==> src/rtl/air_hockey_puck.sv <==
// Puck engine: serve/play/goal/over sequencing, wall and paddle bounces, scoring, pixel hit test.
// Latency: position, scores and flags register one clkPuck after the tick; puckAppear is combinational.
// Backpressure: none; tick is a free-running move enable and sw15 gates play.
module air_hockey_puck #(
    parameter int          SPEED       = 1,
    parameter int          SERVE_TICKS = 30,
    parameter int          GOAL_TICKS  = 30,
    parameter int          WIN_SCORE   = 7,
    parameter logic [15:0] PUCK_COL    = 16'hFFFF
) (
    input  logic        clkPuck,
    input  logic        reset,
    input  logic        tick,
    input  logic        sw15,
    input  logic [6:0]  x,
    input  logic [6:0]  y,
    input  logic [6:0]  userPaddleX,
    input  logic [6:0]  userPaddleY,
    input  logic [6:0]  audioPaddleX,
    input  logic [6:0]  audioPaddleY,
    output logic [6:0]  puckX,
    output logic [6:0]  puckY,
    output logic        puckAppear,
    output logic [15:0] puck_col,
    output logic [3:0]  userScore,
    output logic [3:0]  audioScore,
    output logic        goalFlag,
    output logic        gameOver
);
    typedef enum logic [2:0] {S_IDLE, S_SERVE, S_PLAY, S_GOAL, S_OVER} state_t;

    localparam logic [6:0]        CX         = 7'd48;
    localparam logic [6:0]        CY         = 7'd32;
    localparam logic signed [7:0] SP         = 8'(SPEED);
    localparam logic signed [7:0] TOP_LIM    = 8'sd1 + SP;
    localparam logic signed [7:0] BOT_LIM    = 8'sd62 - SP;
    localparam logic signed [7:0] RGT_LIM    = 8'sd94 - SP;
    localparam logic [15:0]       SERVE_LAST = 16'(SERVE_TICKS - 1);
    localparam logic [15:0]       GOAL_LAST  = 16'(GOAL_TICKS - 1);
    localparam logic [3:0]        WIN        = 4'(WIN_SCORE);

    state_t      r_state;
    logic [6:0]  r_puckX, r_puckY;
    logic        r_dx_pos, r_dy_pos;
    logic [15:0] r_cnt;
    logic [3:0]  r_userScore, r_audioScore;
    logic        r_goalFlag, r_gameOver;

    logic signed [7:0] w_px, w_py, w_ux, w_uy, w_ax, w_ay, w_nx, w_ny, w_ddx, w_ddy;
    logic w_top, w_bot, w_uhit, w_ahit, w_lgoal, w_rgoal, w_ndx, w_ndy;

    assign w_px = $signed({1'b0, r_puckX});
    assign w_py = $signed({1'b0, r_puckY});
    assign w_ux = $signed({1'b0, userPaddleX});
    assign w_uy = $signed({1'b0, userPaddleY});
    assign w_ax = $signed({1'b0, audioPaddleX});
    assign w_ay = $signed({1'b0, audioPaddleY});

    // Both axes are resolved from the pre-move position, so the paddle Y window uses the current puckY.
    always_comb begin
        w_top = !r_dy_pos && (w_py < TOP_LIM);
        w_bot = r_dy_pos && (w_py > BOT_LIM);
        w_ndy = r_dy_pos;
        w_ny  = r_dy_pos ? w_py + SP : w_py - SP;
        if (w_top) begin
            w_ndy = 1'b1;
            w_ny  = w_py + SP;
        end else if (w_bot) begin
            w_ndy = 1'b0;
            w_ny  = w_py - SP;
        end

        w_uhit = !r_dx_pos && (w_px >= w_ux + 8'sd2) && (w_px <= w_ux + 8'sd2 + SP)
                 && (w_py >= w_uy - 8'sd11) && (w_py <= w_uy + 8'sd10);
        w_ahit = r_dx_pos && (w_px <= w_ax - 8'sd2) && (w_px >= w_ax - 8'sd2 - SP)
                 && (w_py >= w_ay - 8'sd11) && (w_py <= w_ay + 8'sd10);
        w_lgoal = !r_dx_pos && !w_uhit && (w_px < TOP_LIM);
        w_rgoal = r_dx_pos && !w_ahit && (w_px > RGT_LIM);
        w_ndx = r_dx_pos;
        w_nx  = r_dx_pos ? w_px + SP : w_px - SP;
        if (w_uhit) begin
            w_ndx = 1'b1;
            w_nx  = w_px + SP;
        end else if (w_ahit) begin
            w_ndx = 1'b0;
            w_nx  = w_px - SP;
        end
    end

    always_ff @(posedge clkPuck) begin
        if (reset) begin
            r_state      <= S_IDLE;
            r_puckX      <= CX;
            r_puckY      <= CY;
            r_dx_pos     <= 1'b1;
            r_dy_pos     <= 1'b0;
            r_cnt        <= '0;
            r_userScore  <= '0;
            r_audioScore <= '0;
            r_goalFlag   <= 1'b0;
            r_gameOver   <= 1'b0;
        end else begin
            case (r_state)
                S_IDLE: begin
                    r_puckX <= CX;
                    r_puckY <= CY;
                    r_cnt   <= '0;
                    if (sw15) r_state <= S_SERVE;
                end
                S_SERVE: begin
                    if (tick) begin
                        if (r_cnt == SERVE_LAST) begin
                            r_state <= S_PLAY;
                            r_cnt   <= '0;
                        end else begin
                            r_cnt <= r_cnt + 16'd1;
                        end
                    end
                end
                S_PLAY: begin
                    if (tick && sw15) begin
                        // A goal tick freezes position and dy; only score and serve direction change.
                        if (w_lgoal) begin
                            r_audioScore <= (r_audioScore == 4'd15) ? 4'd15 : r_audioScore + 4'd1;
                            r_dx_pos     <= 1'b0;
                            r_state      <= S_GOAL;
                            r_goalFlag   <= 1'b1;
                            r_cnt        <= '0;
                        end else if (w_rgoal) begin
                            r_userScore <= (r_userScore == 4'd15) ? 4'd15 : r_userScore + 4'd1;
                            r_dx_pos    <= 1'b1;
                            r_state     <= S_GOAL;
                            r_goalFlag  <= 1'b1;
                            r_cnt       <= '0;
                        end else begin
                            r_puckX  <= w_nx[6:0];
                            r_puckY  <= w_ny[6:0];
                            r_dx_pos <= w_ndx;
                            r_dy_pos <= w_ndy;
                        end
                    end
                end
                S_GOAL: begin
                    if (tick) begin
                        if (r_cnt == GOAL_LAST) begin
                            r_cnt      <= '0;
                            r_goalFlag <= 1'b0;
                            if (r_userScore == WIN || r_audioScore == WIN) begin
                                r_state    <= S_OVER;
                                r_gameOver <= 1'b1;
                            end else begin
                                r_state  <= S_SERVE;
                                r_puckX  <= CX;
                                r_puckY  <= CY;
                                r_dy_pos <= !r_dy_pos;
                            end
                        end else begin
                            r_cnt <= r_cnt + 16'd1;
                        end
                    end
                end
                S_OVER: begin
                    if (!sw15) begin
                        r_state      <= S_IDLE;
                        r_gameOver   <= 1'b0;
                        r_userScore  <= '0;
                        r_audioScore <= '0;
                        r_puckX      <= CX;
                        r_puckY      <= CY;
                        r_cnt        <= '0;
                    end
                end
                default: r_state <= S_IDLE;
            endcase
        end
    end

    assign w_ddx = $signed({1'b0, x}) - w_px;
    assign w_ddy = $signed({1'b0, y}) - w_py;

    assign puckAppear = (r_state != S_GOAL) && (w_ddx >= -8'sd1) && (w_ddx <= 8'sd1)
                        && (w_ddy >= -8'sd1) && (w_ddy <= 8'sd1);
    assign puckX      = r_puckX;
    assign puckY      = r_puckY;
    assign puck_col   = PUCK_COL;
    assign userScore  = r_userScore;
    assign audioScore = r_audioScore;
    assign goalFlag   = r_goalFlag;
    assign gameOver   = r_gameOver;
endmodule
==> config.mk <==
export PLATFORM = sky130hd
export DESIGN_NAME = air_hockey_puck
export DESIGN_NICKNAME = d
export VERILOG_FILES = /design/src/rtl/air_hockey_puck.sv
export SDC_FILE = /design/constraint.sdc
export NUM_CORES = 1
export LEC_CHECK = 0
export BUFFER_PORTS_ARGS = -buffer_cell sky130_fd_sc_hd__buf_2
export CORE_ASPECT_RATIO = 0.6
export CORE_MARGIN = 4
export CORE_UTILIZATION = 40
export DETAILED_ROUTE_END_ITERATION = 12
export PLACE_DENSITY_LB_ADDON = 0.15
export SYNTH_ARGS = -nofsm -noshare
export SYNTH_HDL_FRONTEND = slang
export SYNTH_SLANG_ARGS = --single-unit
==> constraint.sdc <==
create_clock -name clkPuck -period 3.7 [get_ports clkPuck]
set_input_delay 0.74 -clock clkPuck [delete_from_list [all_inputs] [get_ports clkPuck]]
set_output_delay 0.74 -clock clkPuck [all_outputs]
set_load 0.02 [all_outputs]
==> flow_summary.json <==
{
  "drive_above_1_share": 0.268,
  "cts_buffer_depth": 2,
  "dr_total_vias": 5966,
  "root_buffer": "clkbuf_16",
  "clk_pin_slew_ns": 0.06,
  "place_congestion": 0.901,
  "power.switching_w": 0.000473,
  "netSwitchingFraction": 0.322,
  "first_pass_iters": 5,
  "crit_chain": "buf_2 > inv_1 > ha_2 > inv_1 > fa_2 > a21oi_2 > nor2_1 > nor2_2 > xnor2_1 > or4b_4 > a2111o_1 > a22oi_2 > buf_6",
  "leakagePower_nw": 3.21,
  "syn_area_um2": 5660,
  "r2r-end": "puckX[3]",
  "grt_remaining_overflow": 0,
  "fin_worst_skew_ns": 0.00491,
  "portBuffers": 70,
  "htreeDepth": 2,
  "worstSetupStartpoint": "x[0]",
  "power_frac_seq": 0.336,
  "cts_buffers": 5,
  "r2r_start": "puckX[0]",
  "yosysTopAreaCell": "ha_1",
  "synth.top_cells.by_count": "ha_1, a21oi_1, nor2_1",
  "drc": 0,
  "combPwrFrac": 0.352,
  "io_pins": 87,
  "fin_nets": 1028,
  "wl_per_cell_um": 15.7,
  "dp_slack_ns": -0.506,
  "cts_sinks": 45,
  "initial_core_util": 0.412,
  "synth.most_common_cell": "ha_1",
  "async_flop_share": 0,
  "vias_per_cell": 5.53,
  "avgSynthCellArea_um2": 7.68,
  "synth_edf_count": 0,
  "maxCapViolCount": 0,
  "hold_violations": 0,
  "antennaDiodeCount": 0,
  "cts_tree": "yes",
  "internal-power_w": 0.000995,
  "yosysWarnings": 0,
  "hpwl_mm": 13.2,
  "end_kind": "primary output",
  "violations": "negative setup slack",
  "place_inst": 1059,
  "rsz0062_at_grt": "true",
  "critPathSlowestCell": "or4b_4",
  "fp-row-count": 33,
  "dieArea_um2": 16200,
  "grt_first_pass_wirelength_mm": 27.0,
  "hold_path_depth": 2,
  "die_x_um": 162,
  "ys.flop_type": "dfxtp_1",
  "endpoint": "puckAppear",
  "wirelength_mm": 16.9,
  "report.final.slew_viol_count": 0,
  "status": "complete, but fails checks",
  "core_um2": 13700,
  "cpPeakStageDelay_ns": 0.51,
  "required_ns": 2.96,
  "ys_seq_elements": 45,
  "final_cell_area_um2": 7260,
  "detail-route-antenna-nets": 0,
  "post-route-period-util": 1.04,
  "first_iter_violations": 403,
  "area.growth.synth_to_final_pct": 28.3,
  "startpoint_type": "primary input",
  "antenna_found_initial": 0,
  "yosysUniqueCellTypes": 79,
  "maxSlewHeadroom": 0.573,
  "cpMostUsedCell": "inv_1",
  "grt_pass1_vias": 5447,
  "crit_fanout": 2,
  "tightest_slew_ns": 0.634,
  "setup_viol": 1,
  "clk-insertion-delay-late_ns": 0.29,
  "worst_slack_ns": -0.146,
  "yosysSeqAreaShare": 0.159,
  "p_per_area_nw_per_um2": 202,
  "fill_cells": 1309,
  "hold_class": "reg2reg",
  "grt_util_all_layers": 0.201,
  "arrival_ns": 3.11,
  "fmax_mhz": 260,
  "synthTopCellsByArea": "ha_1, dfxtp_1, a21oi_1",
  "irDropWorstVdd_mv": 0.131,
  "die_y_um": 100,
  "synth_top_area_share": 0.206,
  "grt_max_degree": 27,
  "synth_cells": 737,
  "dpl_cell_area_um2": 6730,
  "post-route-min-period_ns": 3.85,
  "clkPwrFrac": 0.312,
  "layout.cells.non_filler": 1079,
  "multi_input_area_um2": 4650,
  "reg2reg_depth": 12,
  "r2r_setup_slack_ns": 0.20,
  "critPathKind": "in2out",
  "seq_area_um2": 901
}
-- how the worst min path moves through the flow --
stage,startpoint,to
after floorplan,r_cnt[15],r_cnt[15]
after global placement,r_cnt[15],r_cnt[15]
after detailed placement,gameOver,gameOver
after CTS,gameOver,gameOver
after global routing,gameOver,gameOver
final,gameOver,gameOver
-- logic make-up after synthesis --
family,after synthesis,share of synthesized area
and+or+nand+nor,249,0.224
AOI/OAI and AO/OA,203,0.248
adders and majority gates,95,0.213
buffers and inverters,92,0.0725
DFF,45,0.159
xor gates and xnor gates,42,0.0650
muxes,10,0.0179
other,1,0.000663
-- registers in the layout (all words and copies together), names as in the netlist, 3 cells and up --
signal	cells
r_cnt	16
puckX	7
puckY	7
audioScore	4
userScore	4
r_state	3
-- timing repair --
action | 4_1_cts | 5_1_grt
setup endpoints to repair | 15 | 40
gates resized for setup | 13 | 49
hold buffers | 0 | 0
setup buffers | 4 | 8
pin swaps | 10 | 24
cloned | 0 | 1
-- critical path, delay by kind of cell --
family	cells	cell delay (ns)
compound gates	3	0.69
xor+xnor	1	0.10
fa+ha+maj	2	0.52
buf+inv	4	0.35
simple gates	3	0.70
-- placed cells by master (no fill, tap or decap), types with 8 or more instances in the layout --
cell and n:
buf_4 92, ha_1 89, buf_2 67, nor2_1 58
a21oi_1 55, nand2_1 54, inv_1 51, dfxtp_1 45
o21ai_0 35, nand3_1 26, xnor2_1 21, xor2_1 18
nand4_1 17, nor3_1 17, conb_1 16, a21o_1 12
a211oi_1 9, mux2i_1 9, a21oi_2 8, nor3b_1 8
-- area by class of cell --
type / instances / share of cell area
tap: 192 / 0.0331
clock buffer: 7 / 0.0196
multi-input combinational: 615 / 0.640
inverter: 54 / 0.0279
timing repair buffer: 166 / 0.155
sequential: 45 / 0.124
-- layer usage --
| layer | global-route usage | vias to the layer above | share of wire |
|---|---|---|---|
| met5 | 0 | - | 0 |
| met2 | 0.303 | 180 | 0.42 |
| met3 | 0.0316 | 19 | 0.060 |
| met1 | 0.304 | 2785 | 0.51 |
| met4 | 0.0380 | 0 | 0.011 |
| li1 | - | 2982 | - |
-- power by group through the flow --
stage | logic (W) | clock network, W | registers [W]
after global placement | 0.000435 | 0 | 0.000503
after detailed placement | 0.000448 | 0 | 0.000504
after floorplan | 0.000299 | 0 | 0.000500
after global routing | 0.000572 | 0.000485 | 0.000493
final | 0.000517 | 0.000459 | 0.000493
after CTS | 0.000464 | 0.000466 | 0.000493
-- stage by stage --
| step | hold slack, ns | setup TNS (ns) | util | total power [W] |
|---|---|---|---|---|
| 2_1_floorplan | 0.440 | 0 | - | 0.000799 |
| 3_3_place_gp | 0.467 | -9.56 | 0.489 | 0.000938 |
| 3_5_place_dp | 0.475 | -11.72 | 0.489 | 0.000952 |
| 4_1_cts | 0.484 | -0.197 | 0.506 | 0.00142 |
| 5_1_grt | 0.507 | -0.415 | 0.528 | 0.00155 |
| 6_report | 0.480 | -0.146 | 0.528 | 0.00147 |
Power figures use the tool's default switching activity.
